[src/rtl/topk_pkg.sv]
// Shared types and helpers for the top-k result collector.
package topk_pkg;

    localparam int unsigned K_MAX_DEFAULT = 8;
    localparam int unsigned CNT_W         = 7;

    typedef enum logic [1:0] {
        ST_IDLE    = 2'd0,
        ST_COLLECT = 2'd1,
        ST_READY   = 2'd2,
        ST_DRAIN   = 2'd3
    } state_e;

    // k of zero or beyond the buffer depth means "fill the whole buffer".
    function automatic logic [CNT_W-1:0] k_eff_f(input logic [15:0] k, input int unsigned k_max);
        if (k == 16'd0 || 32'(k) > k_max) begin
            return CNT_W'(k_max);
        end
        return CNT_W'(k);
    endfunction

endpackage

[src/rtl/rise_detect.sv]
// Rising-edge detector: one history register, pulse is high for the cycle the level first reads high.
module rise_detect (
    input  logic clk_i,
    input  logic rst_i,
    input  logic level_i,
    output logic pulse_c_o
);

    logic level_q;

    always_ff @(posedge clk_i) begin
        if (rst_i) begin
            level_q <= 1'b0;
        end else begin
            level_q <= level_i;
        end
    end

    assign pulse_c_o = level_i & ~level_q;

endmodule

[src/rtl/topk_collector.sv]
// Collects k results per query into a small buffer and lets the host pop them one per request edge.
// Define TOPK_SORT_EN to keep the buffer ascending by unsigned value (stable insert); otherwise arrival order.
module topk_collector
    import topk_pkg::*;
#(
    parameter int unsigned DATA_WIDTH = 32,
    parameter int unsigned K_MAX      = K_MAX_DEFAULT
) (
    input  logic                  clk_in,
    input  logic                  rst_in,
    input  logic [DATA_WIDTH-1:0] result_in,
    input  logic                  result_valid_in,
    input  logic [15:0]           k_in,
    input  logic                  host_req_in,
    output logic [DATA_WIDTH-1:0] data_out,
    output logic                  data_valid_out,
    output logic [CNT_W-1:0]      count_out,
    output logic                  done_out,
    output logic                  overflow_out
);

    localparam int unsigned PTR_W = (K_MAX > 1) ? $clog2(K_MAX) : 1;

    state_e                state_q, state_d;
    logic [CNT_W-1:0]      count_q, count_d;
    logic [CNT_W-1:0]      keff_q, keff_d;
    logic [PTR_W-1:0]      rd_q, rd_d;
    logic                  ovf_q, ovf_d;
    logic                  valid_q;
    logic                  ready_d;
    logic [DATA_WIDTH-1:0] data_q;
    logic [DATA_WIDTH-1:0] mem_q [K_MAX];
    logic [DATA_WIDTH-1:0] mem_d [K_MAX];
    logic                  pop_c;

    rise_detect u_rise (
        .clk_i     (clk_in),
        .rst_i     (rst_in),
        .level_i   (host_req_in),
        .pulse_c_o (pop_c)
    );

`ifdef TOPK_SORT_EN
    // Insert slot is the first held entry strictly greater than the new value, so ties keep arrival order.
    logic [CNT_W-1:0] ins_pos_c;
    always_comb begin
        ins_pos_c = count_q;
        for (int i = int'(K_MAX) - 1; i >= 0; i--) begin
            if (CNT_W'(i) < count_q && result_in < mem_q[i]) begin
                ins_pos_c = CNT_W'(i);
            end
        end
    end
`endif

    always_comb begin
        state_d = state_q;
        count_d = count_q;
        keff_d  = keff_q;
        rd_d    = rd_q;
        ovf_d   = ovf_q;
        mem_d   = mem_q;
        case (state_q)
            ST_IDLE, ST_COLLECT: begin
                if (result_valid_in) begin
                    if (state_q == ST_IDLE) begin
                        keff_d = k_eff_f(k_in, K_MAX);
                    end
`ifdef TOPK_SORT_EN
                    for (int i = 1; i < int'(K_MAX); i++) begin
                        if (CNT_W'(i) > ins_pos_c && CNT_W'(i) <= count_q) begin
                            mem_d[i] = mem_q[i-1];
                        end
                    end
                    mem_d[ins_pos_c[PTR_W-1:0]] = result_in;
`else
                    mem_d[count_q[PTR_W-1:0]] = result_in;
`endif
                    count_d = count_q + CNT_W'(1);
                    state_d = (count_d == keff_d) ? ST_READY : ST_COLLECT;
                end
            end
            ST_READY, ST_DRAIN: begin
                if (result_valid_in) begin
                    ovf_d = 1'b1;
                end
                if (pop_c) begin
                    if (count_q == CNT_W'(1)) begin
                        state_d = ST_IDLE;
                        count_d = '0;
                        rd_d    = '0;
                    end else begin
                        state_d = ST_DRAIN;
                        count_d = count_q - CNT_W'(1);
                        rd_d    = rd_q + PTR_W'(1);
                    end
                end
            end
            default: state_d = ST_IDLE;
        endcase
        ready_d = (state_d == ST_READY) || (state_d == ST_DRAIN);
    end

    // Outputs are registered from next-state values so they line up with count/state.
    always_ff @(posedge clk_in) begin
        if (rst_in) begin
            state_q <= ST_IDLE;
            count_q <= '0;
            keff_q  <= '0;
            rd_q    <= '0;
            ovf_q   <= 1'b0;
            valid_q <= 1'b0;
            data_q  <= '0;
        end else begin
            state_q <= state_d;
            count_q <= count_d;
            keff_q  <= keff_d;
            rd_q    <= rd_d;
            ovf_q   <= ovf_d;
            valid_q <= ready_d;
            data_q  <= ready_d ? mem_d[rd_d] : '0;
        end
        mem_q <= mem_d;
    end

    assign data_out       = data_q;
    assign data_valid_out = valid_q;
    assign done_out       = valid_q;
    assign count_out      = count_q;
    assign overflow_out   = ovf_q;

endmodule

[config.mk]
export PLATFORM = sky130hd
export DESIGN_NAME = topk_collector
export DESIGN_NICKNAME = d
export VERILOG_FILES = /design/src/rtl/topk_pkg.sv /design/src/rtl/rise_detect.sv /design/src/rtl/topk_collector.sv
export SDC_FILE = /design/constraint.sdc
export NUM_CORES = 1
export LEC_CHECK = 0
export CAP_MARGIN = 20
export CORE_MARGIN = 2
export CORE_UTILIZATION = 53
export CTS_CLUSTER_SIZE = 8
export DETAILED_ROUTE_END_ITERATION = 8
export GPL_ROUTABILITY_DRIVEN = 0
export PLACE_DENSITY = 0.81
export RECOVER_POWER = 50
export SYNTH_ARGS = -nofsm -noshare
export SYNTH_HDL_FRONTEND = slang
export SYNTH_SLANG_ARGS = --single-unit
[constraint.sdc]
create_clock -name clk_in -period 2.9 [get_ports clk_in]
set_clock_uncertainty 0.15 [all_clocks]
set_input_delay 0.29 -clock clk_in [delete_from_list [all_inputs] [get_ports clk_in]]
set_output_delay 0.29 -clock clk_in [all_outputs]
set_load 0.05 [all_outputs]
---- Word-level counts from Yosys, hierarchy flattened ----
Index checks and enable logic that the tools add are counted.
operators by class
  add/subtract/negate cells ............... 3
  reduce and logical (&&, ||, !) cells .... 11
  bitwise gates (word level) .............. 5
  muxes and demuxes ....................... 29
  eq/ne operators ......................... 9
  order comparisons ....................... 4
operators by type and width
  operator             count
  $mux 256             2
  $bwmux 256           1
  $bmux 32 s3          1
  $demux 32 s3         1
  $mux 32              3
  $mux 7               8
  $gt 16x4->1 const B  1
  $logic_not 16->1     1
  $pmux 7 s2           1
  $mux 3               3
  $eq 2x2->1 const B   4
  $ge 4x4->1 const B   2
  $mux 2               4
  $not 3->4            2
  $add 7x1->7 const B  1
  $eq 7x1->1 const B   1
  $eq 7x7->1           1
  $sub 7x1->7 const B  1
  $reduce_and 2->1     3
  $reduce_or 2->1      3
  $lt 4x1->1 const B   1
  $mux 1               4
  $ne 2x2->1 const B   2
  $pmux 2 s2           1
  other kinds (7)      9
word-level totals
  word-level logic and storage cells ...... 77
  flip-flop bits (word level) ............. 310
  input bits .............................. 52
  output and inout port bits .............. 42

---- Depth between registers and ports, before layout ----
  depth in word-level cells ............... 18
  gate-level depth with buffers ........... 13
  mapped depth without buffers ............ 9

---- Hierarchy ----
From an unflattened synthesis, not the netlist that was laid out.
second synthesis, totals
  cell total of the unflattened synthesis .. 1,175
  area total of the unflattened synthesis .. 13,228.9 um^2
modules (own cells, without submodules)
  module          cells each  sequential area each (um^2)  area each (um^2)  instances
  topk_collector  1,172       6,185.9                      13,181.4          1
  rise_detect     3           20.0                         47.5              1

---- Worst setup path after synthesis ----
OpenSTA, ideal clock, no wires.
  kind .................................... register to register
  start point ............................. register count_q[1] (netlist: count_out[1])
  end point ............................... register data_q[19] (netlist: data_out[19])
  data arrival time ....................... 2,755 ps
  clock period less this slack ............ 3,047 ps
  path slack .............................. -147 ps
  library setup time ...................... 142 ps
  data required time ...................... 2,608 ps
  path buffers ............................ 3
  stages on the path, launching flop included .. 12
  path through ............................ dfxtp_1 -> clkbuf_1 -> inv_2 -> ha_1 -> nor4b_1 -> a211oi_1 -> a21oi_1 -> buf_2 -> buf_1 -> mux2_2 -> a211oi_1 -> nor4_2
on the way
  cells in the longest elaborated chain, start to end .. 11
  elaborated cells on any way between the ends .. 29
  classes of those cells .................. add/sub (1); order compare (2); eq/ne (4); mux (16); bitwise (3); reduce/logical (3)
ends and longest elaborated chain
  item                                                            RTL line               source
  start: declaration                                              topk_collector.sv:25   logic [CNT_W-1:0] count_q, count_d;
  start signal: assignment                                        topk_collector.sv:116  count_q <= count_d;
  $not 3->4 (not written as such)                                 topk_collector.sv:77   mem_d[count_q[PTR_W-1:0]] = result_in;
  $ge 4x4->1 (not written as such) or $lt 4x1->1 (tied branches)  topk_collector.sv:77
  $logic_and 1x1->1 (not written as such)                         topk_collector.sv:77
  $mux 32 (not written as such)                                   topk_collector.sv:77
  $demux 32 s3                                                    topk_collector.sv:77
  $bwmux 256                                                      topk_collector.sv:77
  $mux 256                                                        topk_collector.sv:65   if (result_valid_in) begin
  $mux 256                                                        topk_collector.sv:63   case (state_q)
  $bmux 32 s3                                                     topk_collector.sv:121  data_q <= ready_d ? mem_d[rd_d] : '0;
  $mux 32 (not written as such) (2 in a row)                      topk_collector.sv:121
  end signal: assignment                                          topk_collector.sv:121
  end: declaration                                                topk_collector.sv:31   logic [DATA_WIDTH-1:0] data_q;
Several ways; a longest one is shown, not always the timed one. The select of a mux whose other input is x is not followed.
A chain may end at the register's enable or synchronous reset.

---- Worst setup path in the final report ----
  start point ............................. input k_in[5]
  end point ............................... register data_q[21] (netlist: data_out[21])
on the way
  cells in the longest elaborated chain, start to end .. 18
  elaborated cells on any way between the ends .. 20
  classes of those cells .................. order compare (1); eq/ne (3); mux (11); bitwise (1); reduce/logical (4)
ends and longest elaborated chain
  item                                             RTL line               source
  start: declaration                               topk_collector.sv:13   input logic [15:0] k_in,
  $gt 16x4->1 or $logic_not 16->1 (tied branches)  topk_pkg.sv:16         if (k == 16'd0 || 32'(k) > k_max) begin
  $logic_or 1x1->1                                 topk_pkg.sv:16
  $mux 1                                           topk_pkg.sv:16
  $mux 1                                           topk_collector.sv:66   if (state_q == ST_IDLE) begin
  $mux 1                                           topk_collector.sv:65
  $mux 1                                           topk_collector.sv:63
  $mux 7 (*)                                       topk_pkg.sv:19         return CNT_W'(k);
  $mux 7 (*)                                       topk_collector.sv:66
  [... 2 more ...]                                 -
  $eq 7x7->1 (*)                                   topk_collector.sv:80   state_d = (count_d == keff_d) ? ST_READY : ST_COLLECT;
  $mux 2 (*)                                       topk_collector.sv:80
  $mux 2 (*)                                       topk_collector.sv:65
  $pmux 2 s2 (*)                                   topk_collector.sv:63
  $eq 2x2->1                                       topk_collector.sv:101  ready_d = (state_d == ST_READY) || (state_d == ST_DRAIN);
  $logic_or 1x1->1 (*)                             topk_collector.sv:101
  $not 1->1 (no source line) (*)                   -
  $reduce_or 2->1 (no source line) (*)             -
Every way passes the cells marked *; elsewhere a longest branch is shown, timed or not. The select of a mux whose other input is x is not followed.

==> impl_metrics.ini <==
[run_status]
run_status = finished clean

[floorplanning]
die_x_um = 160
initial_core_util_pct = 53.4
core_mm2 = 0.0241
dieHeight_um = 160
die-area_mm2 = 0.0255
io_pins = 94
rows = 57

[route]
route.antenna.remaining_nets = 0
drc_errors = 0
firstDrtPassIters = 5
dr.first_iter.drc_count = 359
vias = 8999
wirelength_um = 29800
post_drt_wl_per_cell_um = 19.0
avgViaCountPerCell = 5.74

[power]
clock_power_share_pct = 38.9
p_int_w = 0.00876
comb_power_share_pct = 15.2
seq_power_share_pct = 45.9
p_leak_nw = 7.02
vdd_drop_max_v = 0.000441
swShare_pct = 24.0
switchingPower_w = 0.00276
powerDensity_mw_per_mm2 = 724

[setup_path]
critPathLaunch = k_in[5]
worstPathCellList = clkdlybuf4s50_1, or4_4, nor4_4, a31oi_1, xnor2_1, nand4_1, o31a_2, buf_12, nor4_2
crit_path_max_incr_delay_ns = 0.53
reg2reg_slack_ns = 0.15
r2r-end = data_out[21]
worstPathMaxFanout = 26
arrival_ns = 3.05
end_kind = flop
crit_family = simple AND/OR/NAND/NOR gates
cp.buffers_inverters = 2
cp_slowest_cell = or4_4
required_ns = 3.17
ff2ff_path_depth = 9
worstSetupPathType = in2reg
cp-start-kind = input pin
r2r_start = count_out[2]

[synthesis]
ys_top_cells_by_count = dfxtp_1, mux2_2, mux2_1
yosys.area.top_type = dfxtp_1
synth_cell_types = 49
synth_seq_cells = 310
yosysMostFrequentCell = dfxtp_1
synth_cells = 1118
seq_area_frac_synth_pct = 48.2
ys_warn_count = 0
syn_avg_cell_area_um2 = 11.5
syn-cell-area_mm2 = 0.0129
ys_async_sr_fraction_pct = 0
synth_fp_nets = 1174
synthDominantCellAreaShare_pct = 48.2
synth.area.top_cells = dfxtp_1, mux2_2, mux2_1
synth_edf_count = 0
synth_flop_cell = dfxtp_1

[place]
post-place-ws_ns = -0.410
portBuffers = 93
dp_hpwl_um = 18000
postPlaceCellArea_mm2 = 0.0146

[layout]
syn_to_final_growth_pct = 23.7
fillers = 1827
drive_gt1_share_pct = 26.6
n_antenna_cell = 0
design_area_mm2 = 0.0159
nets = 1298

[clocking]
clkTransAtPathRegs_ns = 0.05
h-tree-depth = 2
cts_buffer_depth = 3
cts-buffers-inserted = 44
cts_tree = yes
cts_root_buf = clkbuf_16
clk_latency_ns = 0.53
clock_sinks = 310
postCtsHoldBufs = 0

[global_route]
grt_pass1_vias = 9245
overflow = 0
grtUsageTotal_pct = 22.8
grt_first_pass_wirelength_um = 47800
antenna_found_initial = 0
grt_max_degree = 65

[timing]
max_freq_mhz = 359
finalSetupViolCount = 0
relSlewSlack_pct = 39.3
fin_crit_sh_pct = 95.9
layout_setup_ws_ns = 0.118
hold_ws_ns = 0.260
worstMarginPinSlew_ns = 0.910
finalMaxSlewViolations = 0
hold_viol = 0
fin_crit_ns = 2.78
rsz0062_at_grt = no

[worst_hold_path]
hold_depth = 2
worstHoldEndpoint = u_rise.level_q
min_from = host_req_in
min_path_type = in2reg

[run]
max_cap_violations = 0
[timing repair]
item                                    in CTS  in global routing
resized for setup                            1                  3
cloned                                       0                  2
endpoints found under the setup margin       2                 32
buffers inserted                             0                  4
[power groups by stage]
stage | Clock, W | Combinational, W | Sequential [W]
2_1_floorplan | 0 | 0.00128 | 0.00532
3_3_place_gp | 0 | 0.00164 | 0.00532
3_5_place_dp | 0 | 0.00171 | 0.00537
4_1_cts | 0.00457 | 0.00174 | 0.00530
5_1_grt | 0.00474 | 0.00192 | 0.00536
6_report | 0.00448 | 0.00175 | 0.00529
[cell usage in the layout, fill, tap and decap left out, types with 3 or more instances in the layout]
cell type and n:
a31oi_1 5, ha_1 4, buf_4 46, mux2_1 92
clkbuf_16 47, o211a_1 31, dfxtp_2 3, nand3_1 7
nor2b_1 6, nor4_2 29, o211ai_1 32, nand2b_1 32
nor2_1 52, a21oi_1 12, buf_12 20, inv_1 34
dfxtp_1 307, nor3_1 7, and3_1 3, o22ai_1 3
mux2i_1 69, clkdlybuf4s50_1 92, and2_0 3, xnor2_1 9
nand2_1 16, nor4_1 4, o21ai_0 4, a211oi_1 65
mux2_2 165
[how the worst max path moves through the flow]
stage	to	slack (ns)	depth (start not counted)
after global placement	data_out[15]	-0.32	9
after CTS	data_out[21]	0.05	9
after global routing	data_out[16]	0.005	9
final	data_out[21]	0.12	9
after detailed placement	data_out[7]	-0.41	9
after floorplan	data_out[10]	0.007	13
[final cells by class]
cell class              count  area, um2  area share [%]
repair buffers            162       1730            10.9
flip-flops and latches    310       6210            39.0
inverters                  35        131           0.826
well taps                 324        405            2.55
clock inverters             2       40.0           0.252
multi-input cells         689       6250            39.3
clock buffers              46       1140            7.16
[flip-flops by register name, summed over array words and instances, names as in the netlist]
register,count
count_out,7
data_out,32
data_valid_out,1
keff_q,7
mem_q,256
overflow_out,1
rd_q,3
state_q,2
u_rise.level_q,1
[per-layer routing]
metal  global-route usage, %  routed length [um]
met1                    28.8               13000
met2                    40.2               14900
met3                    3.87                1290
met4                    6.84                 592
met5                       0                   0
[worst reg2reg max path, stage by stage (launching register included)]
cell and delay (ns):
dfxtp_2 0.50, and3_1 0.24, nand3_1 0.10, xnor2_1 0.19
buf_4 0.17, nor4_1 0.25, nor3_1 0.12, o31a_2 0.37
buf_12 0.20, nor4_2 0.34
[metrics by stage]
step	cells	total power (W)	util, %	TNS [ns]
floorplan	1118	0.00660	-	0
detailed placement	1514	0.00708	60.7	-11.38
CTS	1562	0.0116	65.7	0
global placement	1514	0.00696	60.7	-9.84
finish	1568	0.0115	66.0	0
global route	1568	0.0120	66.0	0
[kinds of logic after synthesis]
group           share of synthesized area, %
mux                                     27.9
buf+inv                                 3.78
fa+ha+maj                              0.389
xor+xnor                               0.817
simple gates                            9.01
compound gates                          9.90
flops                                   48.2
Note: power is estimated with default switching activity, not from simulation.
